**src/rtl/pipe_pkg.sv**
```systemverilog
// Shared pipeline types for hazard tracking: forward-select codes, the
// per-stage destination record and the saturating Tnew decrement.
package pipe_pkg;

  localparam int SB_REG_AW = 5;
  localparam int SB_TN_W   = 2;

  localparam logic [1:0] FWD_RF = 2'd0;
  localparam logic [1:0] FWD_E  = 2'd1;
  localparam logic [1:0] FWD_M  = 2'd2;
  localparam logic [1:0] FWD_W  = 2'd3;

  localparam logic [SB_REG_AW-1:0] REG_ZERO = '0;

  typedef struct packed {
    logic [SB_REG_AW-1:0] a1;
    logic [SB_REG_AW-1:0] a2;
    logic [SB_REG_AW-1:0] a3;
    logic [SB_TN_W-1:0]   tnew;
  } sb_rec_t;

  function automatic logic [SB_TN_W-1:0] sat_dec(input logic [SB_TN_W-1:0] t);
    return (t == '0) ? '0 : t - SB_TN_W'(1);
  endfunction

endpackage

```
**src/rtl/sb_stage_reg.sv**
```systemverilog
// One pipeline-stage record register: loads the upstream record with Tnew
// decremented (saturating at 0), or a bubble; read-address fields can be tied off.
module sb_stage_reg
  import pipe_pkg::*;
#(
  parameter bit KEEP_A1 = 1'b1,
  parameter bit KEEP_A2 = 1'b1
) (
  input  logic    clk,
  input  logic    reset,
  input  logic    bubble,
  input  sb_rec_t rec_in,
  output sb_rec_t rec_out
);

  sb_rec_t rec_reg;
  sb_rec_t rec_next;
  logic [SB_REG_AW-1:0] a1_keep;
  logic [SB_REG_AW-1:0] a2_keep;
  logic unused_in_fields;

  // Later stages never consume rs (and W never consumes rt), so those fields stay zero.
  generate
    if (KEEP_A1) begin : g_a1
      assign a1_keep = rec_in.a1;
    end else begin : g_a1_tie
      assign a1_keep = REG_ZERO;
    end
    if (KEEP_A2) begin : g_a2
      assign a2_keep = rec_in.a2;
    end else begin : g_a2_tie
      assign a2_keep = REG_ZERO;
    end
  endgenerate

  assign unused_in_fields = ^{rec_in.a1, rec_in.a2};

  always_comb begin
    rec_next = '0;
    if (!bubble) begin
      rec_next.a1   = a1_keep;
      rec_next.a2   = a2_keep;
      rec_next.a3   = rec_in.a3;
      rec_next.tnew = sat_dec(rec_in.tnew);
    end
  end

  always_ff @(posedge clk) begin
    if (reset) begin
      rec_reg <= '0;
    end else begin
      rec_reg <= rec_next;
    end
  end

  assign rec_out = rec_reg;

endmodule

```
**src/rtl/hazard_scoreboard.sv**
```systemverilog
// Tracks E/M/W destination records of the 5-stage pipe, raises stall on
// unresolvable RAW hazards and produces the D/E/M forward-mux selects.
module hazard_scoreboard
  import pipe_pkg::*;
#(
  parameter int REG_AW = SB_REG_AW,
  parameter int TN_W   = SB_TN_W,
  parameter int CNT_W  = 32
) (
  input  logic              clk,
  input  logic              reset,
  input  logic [REG_AW-1:0] d_a1,
  input  logic [REG_AW-1:0] d_a2,
  input  logic [REG_AW-1:0] d_a3,
  input  logic [TN_W-1:0]   d_tuse1,
  input  logic [TN_W-1:0]   d_tuse2,
  input  logic [TN_W-1:0]   d_tnew,
  output logic              stall,
  output logic [1:0]        fwd_d_rs,
  output logic [1:0]        fwd_d_rt,
  output logic [1:0]        fwd_e_rs,
  output logic [1:0]        fwd_e_rt,
  output logic [1:0]        fwd_m_rt,
  output logic [CNT_W-1:0]  stall_cnt
);

  sb_rec_t d_rec;
  sb_rec_t stage_in [3];
  logic    stage_bubble [3];
  sb_rec_t rec_q [3];
  sb_rec_t rec_e;
  sb_rec_t rec_m;
  sb_rec_t rec_w;
  logic [CNT_W-1:0] stall_cnt_reg;
  logic unused_rec_fields;

  assign d_rec = '{a1: d_a1, a2: d_a2, a3: d_a3, tnew: d_tnew};

  // Stage 0 = E, 1 = M, 2 = W; only the D->E load can be turned into a bubble.
  generate
    for (genvar gi = 0; gi < 3; gi++) begin : g_stage
      if (gi == 0) begin : g_src_d
        assign stage_in[gi]     = d_rec;
        assign stage_bubble[gi] = stall;
      end else begin : g_src_prev
        assign stage_in[gi]     = rec_q[gi-1];
        assign stage_bubble[gi] = 1'b0;
      end
      sb_stage_reg #(
        .KEEP_A1 (gi == 0),
        .KEEP_A2 (gi < 2)
      ) u_stage (
        .clk     (clk),
        .reset   (reset),
        .bubble  (stage_bubble[gi]),
        .rec_in  (stage_in[gi]),
        .rec_out (rec_q[gi])
      );
    end
  endgenerate

  assign rec_e = rec_q[0];
  assign rec_m = rec_q[1];
  assign rec_w = rec_q[2];
  assign unused_rec_fields = ^{rec_m.a1, rec_w.a1, rec_w.a2};

  function automatic logic addr_hit(input logic [SB_REG_AW-1:0] a, input sb_rec_t r);
    return (a != REG_ZERO) && (a == r.a3);
  endfunction

  function automatic logic needs_wait(input logic [SB_REG_AW-1:0] a,
                                      input logic [SB_TN_W-1:0] tuse, input sb_rec_t r);
    return addr_hit(a, r) && (tuse < r.tnew);
  endfunction

  // Later assignments override earlier ones, so the nearest ready producer wins.
  function automatic logic [1:0] fwd_sel(input logic [SB_REG_AW-1:0] a,
                                         input logic search_e, input logic search_m,
                                         input sb_rec_t e, input sb_rec_t m, input sb_rec_t w);
    logic [1:0] sel;
    sel = FWD_RF;
    if (addr_hit(a, w) && (w.tnew == '0)) sel = FWD_W;
    if (search_m && addr_hit(a, m) && (m.tnew == '0)) sel = FWD_M;
    if (search_e && addr_hit(a, e) && (e.tnew == '0)) sel = FWD_E;
    return sel;
  endfunction

  assign stall = needs_wait(d_a1, d_tuse1, rec_e) | needs_wait(d_a1, d_tuse1, rec_m)
               | needs_wait(d_a2, d_tuse2, rec_e) | needs_wait(d_a2, d_tuse2, rec_m);

  assign fwd_d_rs = fwd_sel(d_a1,     1'b1, 1'b1, rec_e, rec_m, rec_w);
  assign fwd_d_rt = fwd_sel(d_a2,     1'b1, 1'b1, rec_e, rec_m, rec_w);
  assign fwd_e_rs = fwd_sel(rec_e.a1, 1'b0, 1'b1, rec_e, rec_m, rec_w);
  assign fwd_e_rt = fwd_sel(rec_e.a2, 1'b0, 1'b1, rec_e, rec_m, rec_w);
  assign fwd_m_rt = fwd_sel(rec_m.a2, 1'b0, 1'b0, rec_e, rec_m, rec_w);

  always_ff @(posedge clk) begin
    if (reset) begin
      stall_cnt_reg <= '0;
    end else if (stall) begin
      stall_cnt_reg <= stall_cnt_reg + CNT_W'(1);
    end
  end

  assign stall_cnt = stall_cnt_reg;

endmodule

```
**config.mk**
```make
export PLATFORM = sky130hd
export DESIGN_NAME = hazard_scoreboard
export DESIGN_NICKNAME = d
export VERILOG_FILES = /design/src/rtl/pipe_pkg.sv /design/src/rtl/sb_stage_reg.sv /design/src/rtl/hazard_scoreboard.sv
export SDC_FILE = /design/constraint.sdc
export NUM_CORES = 1
export LEC_CHECK = 0
export ABC_AREA = 1
export CORE_MARGIN = 2
export CORE_UTILIZATION = 55
export DETAILED_ROUTE_END_ITERATION = 8
export PLACE_DENSITY = 0.78
export SYNTH_ARGS = -nofsm -noshare
export SYNTH_HDL_FRONTEND = slang
export SYNTH_HIERARCHICAL = 1
export SYNTH_SLANG_ARGS = --single-unit
```
**constraint.sdc**
```tcl
create_clock -name clk -period 2.15 [get_ports clk]
set_input_delay 0.215 -clock clk [delete_from_list [all_inputs] [get_ports clk]]
set_output_delay 0.215 -clock clk [all_outputs]
set_load 0.1 [all_outputs]
```
==> metrics.txt, run 1 <==
status=complete, no violations; CP required=roughly 1.9 ns; final worst path period share=96.51%; final max-slew violation count=0; antenna diode count=0; Hold Fails Final Rpt=0; Min Hold Slack=between 0.15 and 0.2 ns; Area after DPL=5249 sq um; Port Buffers=65; cells after synthesis=660; clock buffer depth=2; Post-Syn Area per Cell=6.546 sq um; vias in the first global route=around 4300; Reg clk slew, reported paths=~0.09 ns; CP endpoint kind=output port; Max VDD drop=roughly 0.00041 V; HPWL after DPL=9204 microns; Chip Height=approximately 90 microns; gpl congestion=about 0.93; Largest register FFs=36; first-pass GRT wire length=20100 microns; First-pass DRT Iterations=5; f_max=around 0.48 GHz; width of the die=between 90 and 100 microns; cell row count=32; total congestion overflow=0; Worst Path Arrival=between 1.5 and 2 ns; H-tree depth=3; Layout Skew=around 0.014 ns; synthesis-to-finish area growth=28.55%; # clock sinks=68; minimum clock period=between 2 and 2.5 ns; Num CTS Buffers=9; all-layer global routing usage=approximately 29%; Routed WL=about 12000 microns; WS Path Type=register to output port; Detailed Route Iter0 Violations=between 200 and 250; I/O pins=66; grt peak-use layer=met2; routed vias=approximately 4500; antenna violations before repair=0; CTS tree=yes; Vias/cell=between 5 and 6; Clk Latency, worst-skew pair=0.36 ns; Starting Density=~56%; met3 usage=5.207%; fin nets=~770; Critical Path Start Type=register; WL/cell=approximately 14 microns; DRC=0; design area=between 5000 and 6000 sq um; CP max FO=5; type of the worst min-delay path=primary input to register; antenna-violating nets left=0; CORE AREA=7687 sq um; layout cells sized above 1=approximately a fifth; RSZ-0062 raised after global routing=yes; YS warnings=6; Setup violations, final=0; grt met2 use=47.93%; largest net degree at the start of global routing=34; Die ar.=between 8000 and 9000 sq um; Max Cap Viol=0; Pwr per Cell Area=570.9 nW/um^2; leakage dissipation=0.002389 uW; met1 usage=39.52%; mapped cell area=~4300 sq um; clk root buf=clkbuf_8
[power breakdown]
| part | switching, uW | leakage, uW | total, uW | internal (uW) |
|---|---|---|---|---|
| clock network | 554 | 0.000110 | 1210 | 659 |
| registers | 38.7 | 0.000560 | 1330 | 1290 |
| logic | 388 | 0.00172 | 632 | 244 |
[layout make-up]
type / instances / area (sq um)
Multi-Input combinational cell: 476 / 2565
Fill cell: 638 / 2133
Sequential cell: 68 / 1385
Timing Repair Buffer: 87 / 882.1
Inverter: 98 / 371.6
Tap cell: 102 / 127.6
Clock buffer: 9 / 123.9
Clock inverter: 7 / 98.84
[final timing paths]
kind,start,to,slack [ns],cells after the start
worst max register to register,stall_cnt[0],stall_cnt[16],0.33,8
worst min register to register,g_stage[0].u_stage/rec_out[8],g_stage[1].u_stage/rec_out[8],0.45,2
worst min-delay path,d_a2[4],g_stage[0].u_stage/rec_out[11],0.20,3
worst max-delay path,g_stage[2].u_stage/rec_out[6],fwd_d_rt[1],0.08,5
[critical path, stage by stage (launching register included)]
cell and delay, ns:
dfxtp_4 0.38, buf_4 0.15, a221oi_1 0.28, nand4_1 0.24, a21boi_2 0.25, buf_12 0.20
[what timing repair did]
item,CTS,global route
pin swaps,3,11
buffers inserted,0,1
endpoints found under the setup margin,5,9
hold buffers,0,0
gates resized for setup,7,28
[stage by stage]
step                      utilization (%)  setup TNS (ns)  setup WS (ns)  instances  power, uW
final                               72.25               0        0.07502        847       3171
after global routing                72.25       -0.002577      -0.002480        847       3292
after CTS                           71.21               0       0.001545        846       3172
after detailed placement            68.28        -0.05300       -0.02019        830       1973
after global placement              68.28               0       0.005004        830       1962
after floorplan                         -         -0.3886        -0.3886        661       1745
[placed cells by master (no fill, tap or decap), types with 10 or more instances in the layout]
cell and instances:
a21oi_1 34, buf_12 13, buf_4 52, clkdlybuf4s50_1 16, dfxtp_1 55, dfxtp_2 10, inv_1 88, nand2_1 165
nand3_1 17, nor2_1 78, nor2_2 20, nor3_1 14, o21ai_0 21, o21ai_1 15, xnor2_1 20, xor2_1 24
[per-layer routing]
metal  up-vias  wire length (microns)
met3        17                    775
met1      2088                   5575
met4         0                    195
met5         -                      0
met2       150                   5587
li1       2228                      -
(Power assumes the default switching activity.)
==> inputs of run 2 (changes only) <==
Settings changed: CORE_UTILIZATION 55 to 28, PLACE_DENSITY 0.78 to 0.44.
==> metrics.txt, run 2 (synthesis gave the netlist of run 1 again) <==
Reg2Reg Setup Slack=about 0.27 ns; CP max stage delay=about 0.38 ns; CP Depth=5; Clk Latency, worst-skew pair=roughly 0.34 ns; Sw Pwr=1024 uW; HPWL after DPL=10240 microns; minimum clock period=slightly above 2 ns; Setup TNS=0 ns; Layout Utilization=between 30% and 40%; Min Hold Slack=between 0.2 and 0.25 ns; # clock sinks=a little under 70; CTS tree=yes; Starting Density=roughly 29%; type of the worst min-delay path=primary input to register; synthesis-to-finish area growth=36.06%; Vias/cell=4.560; Num CTS Buffers=9; cell row count=between 40 and 50; most frequent cells in the layout=nand2_1 (165), inv_1 (89), nor2_1 (77); Die ar.=approximately 16000 sq um; Logic pwr share=17.8%; CP bufs+invs=1; design area=slightly below 6000 sq um; vias in the first global route=about 4200; clk root buf=clkbuf_16; Largest register FFs=36; Setup violations, final=0; Layout Skew=~0.011 ns; Max VDD drop=around 0.00034 V; H-tree depth=3; antenna diode count=0; worst r2r dst=g_stage[0].u_stage/rec_out[7]; Reg clk slew, reported paths=approximately 0.060 ns; Routed WL=approximately 13000 microns; Max Cap Viol=0; largest net degree at the start of global routing=34; Clk pwr share=roughly 45%; Worst Path Arrival=between 1.5 and 2 ns; CP Cell Sequence=or2_2, a21oi_2, o2111ai_2, nor3_4, buf_12; sequential share of power=a little under two fifths; Hold Fails Final Rpt=0; final max-slew violation count=0; CP endpoint kind=output port; Pwr per Cell Area=roughly 610 nW/um^2; most common cell after layout, fill and taps aside=nand2_1; layout cells sized above 1=20.87%; Port Buffers=65; Layout fillers=1623; CP required=roughly 1.9 ns; total congestion overflow=0; Detailed Route Iter0 Violations=between 200 and 250; worst r2r path cells=12; First-pass DRT Iterations=4; clock buffer depth=2; CP Capture Point=fwd_m_rt[0]; status=complete, no violations; WL/cell=13.74 microns; antenna violations before repair=0; RSZ-0062 raised after global routing=yes; fin nets=about 780; all-layer global routing usage=~17%; DRC=0; Critical Path Start Type=register; routed vias=approximately 4300; I/O pins=66; Chip Height=128.2 microns; gpl congestion=roughly 0.86; antenna-violating nets left=0; CP max-delay cell=dfxtp_4; Sw Share=between 20% and 30%; f_max=0.4836 GHz; CP max FO=7; Area after DPL=5454 sq um; WS Path Type=register to output port; top cell family by delay on the critical path=simple AND/OR/NAND/NOR gates; cts hold-fix bufs=0; Worst R2R Start=g_stage[1].u_stage/rec_out[1]; final worst path period share=96.19%; leakage dissipation=between 0.002 and 0.0025 uW; width of the die=around 130 microns; Power Total=3594 uW; Setup crit start=g_stage[2].u_stage/rec_out[4]; internal power=between 2000 and 3000 uW; CORE AREA=~15000 sq um; first-pass GRT wire length=about 21000 microns
-- run 2: changes by cell type in the layout (fill, tap and decap cells not counted), sizes merged --
cell | before | now
clkinvlp | 2 | 1
clkinv | 3 | 4
buf | 65 | 77
clkdlybuf4s50 | 16 | 19
dlymetal6s2s | 5 | 3
dlygate4sd2 | 1 | 0
-- run 2: area by class of cell --
| cell class | instances | area, sq um | area share [%] |
|---|---|---|---|
| multi-input cells | 476 | 2559 | 43.53 |
| flip-flops and latches | 68 | 1378 | 23.44 |
| repair buffers | 99 | 1010 | 17.18 |
| inverters | 98 | 371.6 | 6.322 |
| well taps | 188 | 235.2 | 4.002 |
| clock buffers | 9 | 225.2 | 3.831 |
| clock inverters | 7 | 100.1 | 1.703 |
-- run 2: worst min path at each step --
| stage | from | to | depth (start not counted) |
|---|---|---|---|
| after floorplan | d_tnew[0] | g_stage[0].u_stage/rec_out[0] | 1 |
| after global routing | d_a2[4] | g_stage[0].u_stage/rec_out[11] | 3 |
| after global placement | g_stage[1].u_stage/rec_out[0] | g_stage[2].u_stage/rec_out[0] | 1 |
| after CTS | d_a3[4] | g_stage[0].u_stage/rec_out[6] | 3 |
| final | d_a1[1] | g_stage[0].u_stage/rec_out[13] | 3 |
| after detailed placement | g_stage[0].u_stage/rec_out[8] | g_stage[1].u_stage/rec_out[8] | 2 |
-- run 2: per-stage QoR --
step,instances,worst slack [ns]
2_1_floorplan,661,-0.3886
3_3_place_gp,924,-0.01125
3_5_place_dp,924,-0.01893
4_1_cts,940,-0.008467
5_1_grt,945,-0.02063
6_report,945,0.08202
-- run 2: tightest hold or removal path, cell delays in order --
cell and delay, ns:
dlymetal6s2s_1 0.17, inv_1 0.08, nor2_2 0.04
-- run 2: power groups by stage --
stage                     Combinational (uW)  Sequential [uW]  Clock [uW]
final                                    641             1330        1620
after global routing                     695             1340        1710
after CTS                                637             1330        1660
after detailed placement                 632             1360           0
after global placement                   629             1360           0
after floorplan                          388             1360           0
-- run 2: what timing repair did --
action / 4_1_cts / 5_1_grt
resized for setup: 7 / 18
gates cloned: 0 / 0
endpoints found under the setup margin: 9 / 11
pin swaps: 3 / 11
buffers inserted: 0 / 5
-- run 2: layer usage --
metal  wire, microns  global-route usage, %  share of wire, %  vias up
met1            6410                  22.68                49     1952
li1                -                      -                 -     2256
met2            5838                  26.60                45       85
met4             231                  6.723               1.8        0
met3             500                  2.629               3.9       16
met5               0                      0                 0        -
==> inputs of run 3 (changes only) <==
Settings changed: CORE_ASPECT_RATIO from default to 2.
==> metrics.txt, run 3 (synthesis gave the netlist of run 1 again) <==
met1 usage=approximately 17%; worst r2r path cells=7; most frequent cells in the layout=nand2_1 (165), inv_1 (86), nor2_1 (74); CP Cell Sequence=inv_1, ha_1, a21oi_2, nand3_2, nand2_4, nor2_8, clkinvlp_4, buf_4, buf_12; CP bufs+invs=4; Reg2Reg Setup Slack=around 0.27 ns; layout cells sized above 1=23.72%; Starting Density=28.40%; leakage dissipation=~0.0025 uW; Vias/cell=around 4.6; Num CTS Buffers=9; top cell family by delay on the critical path=buffers and inverters; HPWL after DPL=between 10000 and 15000 microns; grt peak-use layer=met2; Layout Skew=about 0.0064 ns; Worst Path Arrival=between 1.5 and 2 ns; type of the worst min-delay path=primary input to register; most common cell after layout, fill and taps aside=nand2_1; Critical Path Start Type=register; grt met2 use=between 30% and 40%; Worst R2R Start=stall_cnt[13]; fin nets=between 700 and 800; status=complete, no violations; Die ar.=16500 sq um; met3 usage=about 2.6%; design area=roughly 5900 sq um; Clk Latency, worst-skew pair=0.33 ns; antenna-violating nets left=0; Pwr per Cell Area=609.9 nW/um^2; CP max FO=3; synthesis-to-finish area growth=37.21%; cell row count=64; gpl congestion=between 0.9 and 1; Chip Height=around 180 microns; final worst path period share=between 90% and 100%; total congestion overflow=0; H-tree depth=3; CP Capture Point=stall; final max-slew violation count=0; clock buffer depth=2; Layout fillers=1658; CTS tree=yes; WL/cell=around 16 microns; DRC=0; Setup violations, final=0; minimum clock period=2.089 ns; CP required=between 1.5 and 2 ns; first-pass GRT wire length=around 24000 microns; width of the die=91.84 microns; FF+latch area=1386 sq um; Reg clk slew, reported paths=approximately 0.060 ns; largest net degree at the start of global routing=31; Max VDD drop=approximately 0.00042 V; worst r2r dst=stall_cnt[15]; antenna violations before repair=0; # clock sinks=68; Post-Place Worst Slack=-0.1061 ns; Detailed Route Iter0 Violations=134; vias in the first global route=about 4500; Hold Fails Final Rpt=0; WS Path Type=register to output port; CP max stage delay=0.34 ns; CORE AREA=~15000 sq um; all-layer global routing usage=between 15 and 20%; Port Buffers=between 60 and 70; CP max-delay cell=dfxtp_2; Setup TNS=0 ns; Setup crit start=g_stage[1].u_stage/rec_out[1]; CP endpoint kind=output port; Setup WS post-layout=0.06103 ns; Largest register FFs=36; antenna diode count=0; Area after DPL=roughly 5500 sq um; First-pass DRT Iterations=4; Power Total=roughly 3600 uW; Routed WL=~15000 microns; f_max=between 0.4 and 0.5 GHz; clk root buf=clkbuf_16; routed vias=about 4400; I/O pins=66; area of the multi-input gates=about 2600 sq um; CP Depth=9; Max Cap Viol=0
[run 3: cell types whose count changed in the layout (fill, tap and decap cells not counted), sizes merged]
cell	previous run	this run
inv	98	97
dlygate4sd2	0	1
buf	77	83
clkdlybuf4s50	19	16
clkbuf	9	10
dlymetal6s2s	3	5
[run 3: final cells by class]
type	count	share of cell area, %
clock buffers	10	4.031
clock inverters	6	1.477
inverters	98	6.268
multi-input cells	476	43.65
flip-flops and latches	68	23.39
well taps	198	4.179
repair buffers	105	17.01
[run 3: power by group]
group | switching, uW | internal (uW) | leakage, uW | total [uW]
clock | 582 | 1050 | 0.000162 | 1630
combinational | 399 | 255 | 0.00181 | 654
sequential | 41.6 | 1290 | 0.000561 | 1330
[run 3: worst reg2reg max path, cell delays in order (launching register included)]
cell     delay [ns]
dfxtp_1        0.39
inv_1          0.12
nor3_1         0.35
nand2_1        0.19
nor2_1         0.37
xor2_1         0.17
o21ai_0        0.09
a21oi_1        0.13
[run 3: worst min path at each step]
stage                                   from                             end  depth (start not counted)
3_3_place_gp   g_stage[0].u_stage/rec_out[3]   g_stage[1].u_stage/rec_out[3]                          2
6_report                             d_a1[4]  g_stage[0].u_stage/rec_out[16]                          3
4_1_cts                              d_a3[1]   g_stage[0].u_stage/rec_out[3]                          3
2_1_floorplan                      d_tnew[0]   g_stage[0].u_stage/rec_out[0]                          1
3_5_place_dp   g_stage[0].u_stage/rec_out[3]   g_stage[1].u_stage/rec_out[3]                          2
5_1_grt                              d_a1[4]  g_stage[0].u_stage/rec_out[16]                          3
[run 3: layer usage]
layer  up-vias  wire, microns
li1       2258              -
met3        44            377
met1      2017           5059
met2       105           8664
met4         0            960
met5         -              0
[run 3: what timing repair did]
| item | CTS | global route |
|---|---|---|
| hold endpoints to repair | 0 | 0 |
| setup endpoints to repair | 7 | 10 |
| hold buffers | 0 | 0 |
| gates resized for setup | 12 | 33 |
| pin swaps | 3 | 9 |
| buffers inserted | 0 | 1 |
[run 3: metrics by stage]
stage | hold WS (ns) | cells | util [%]
2_1_floorplan | 0.2874 | 661 | -
3_3_place_gp | 0.4689 | 944 | 36.09
3_5_place_dp | 0.4689 | 944 | 36.09
4_1_cts | 0.3916 | 960 | 38.38
5_1_grt | 0.2151 | 961 | 38.96
6_report | 0.1949 | 961 | 38.96
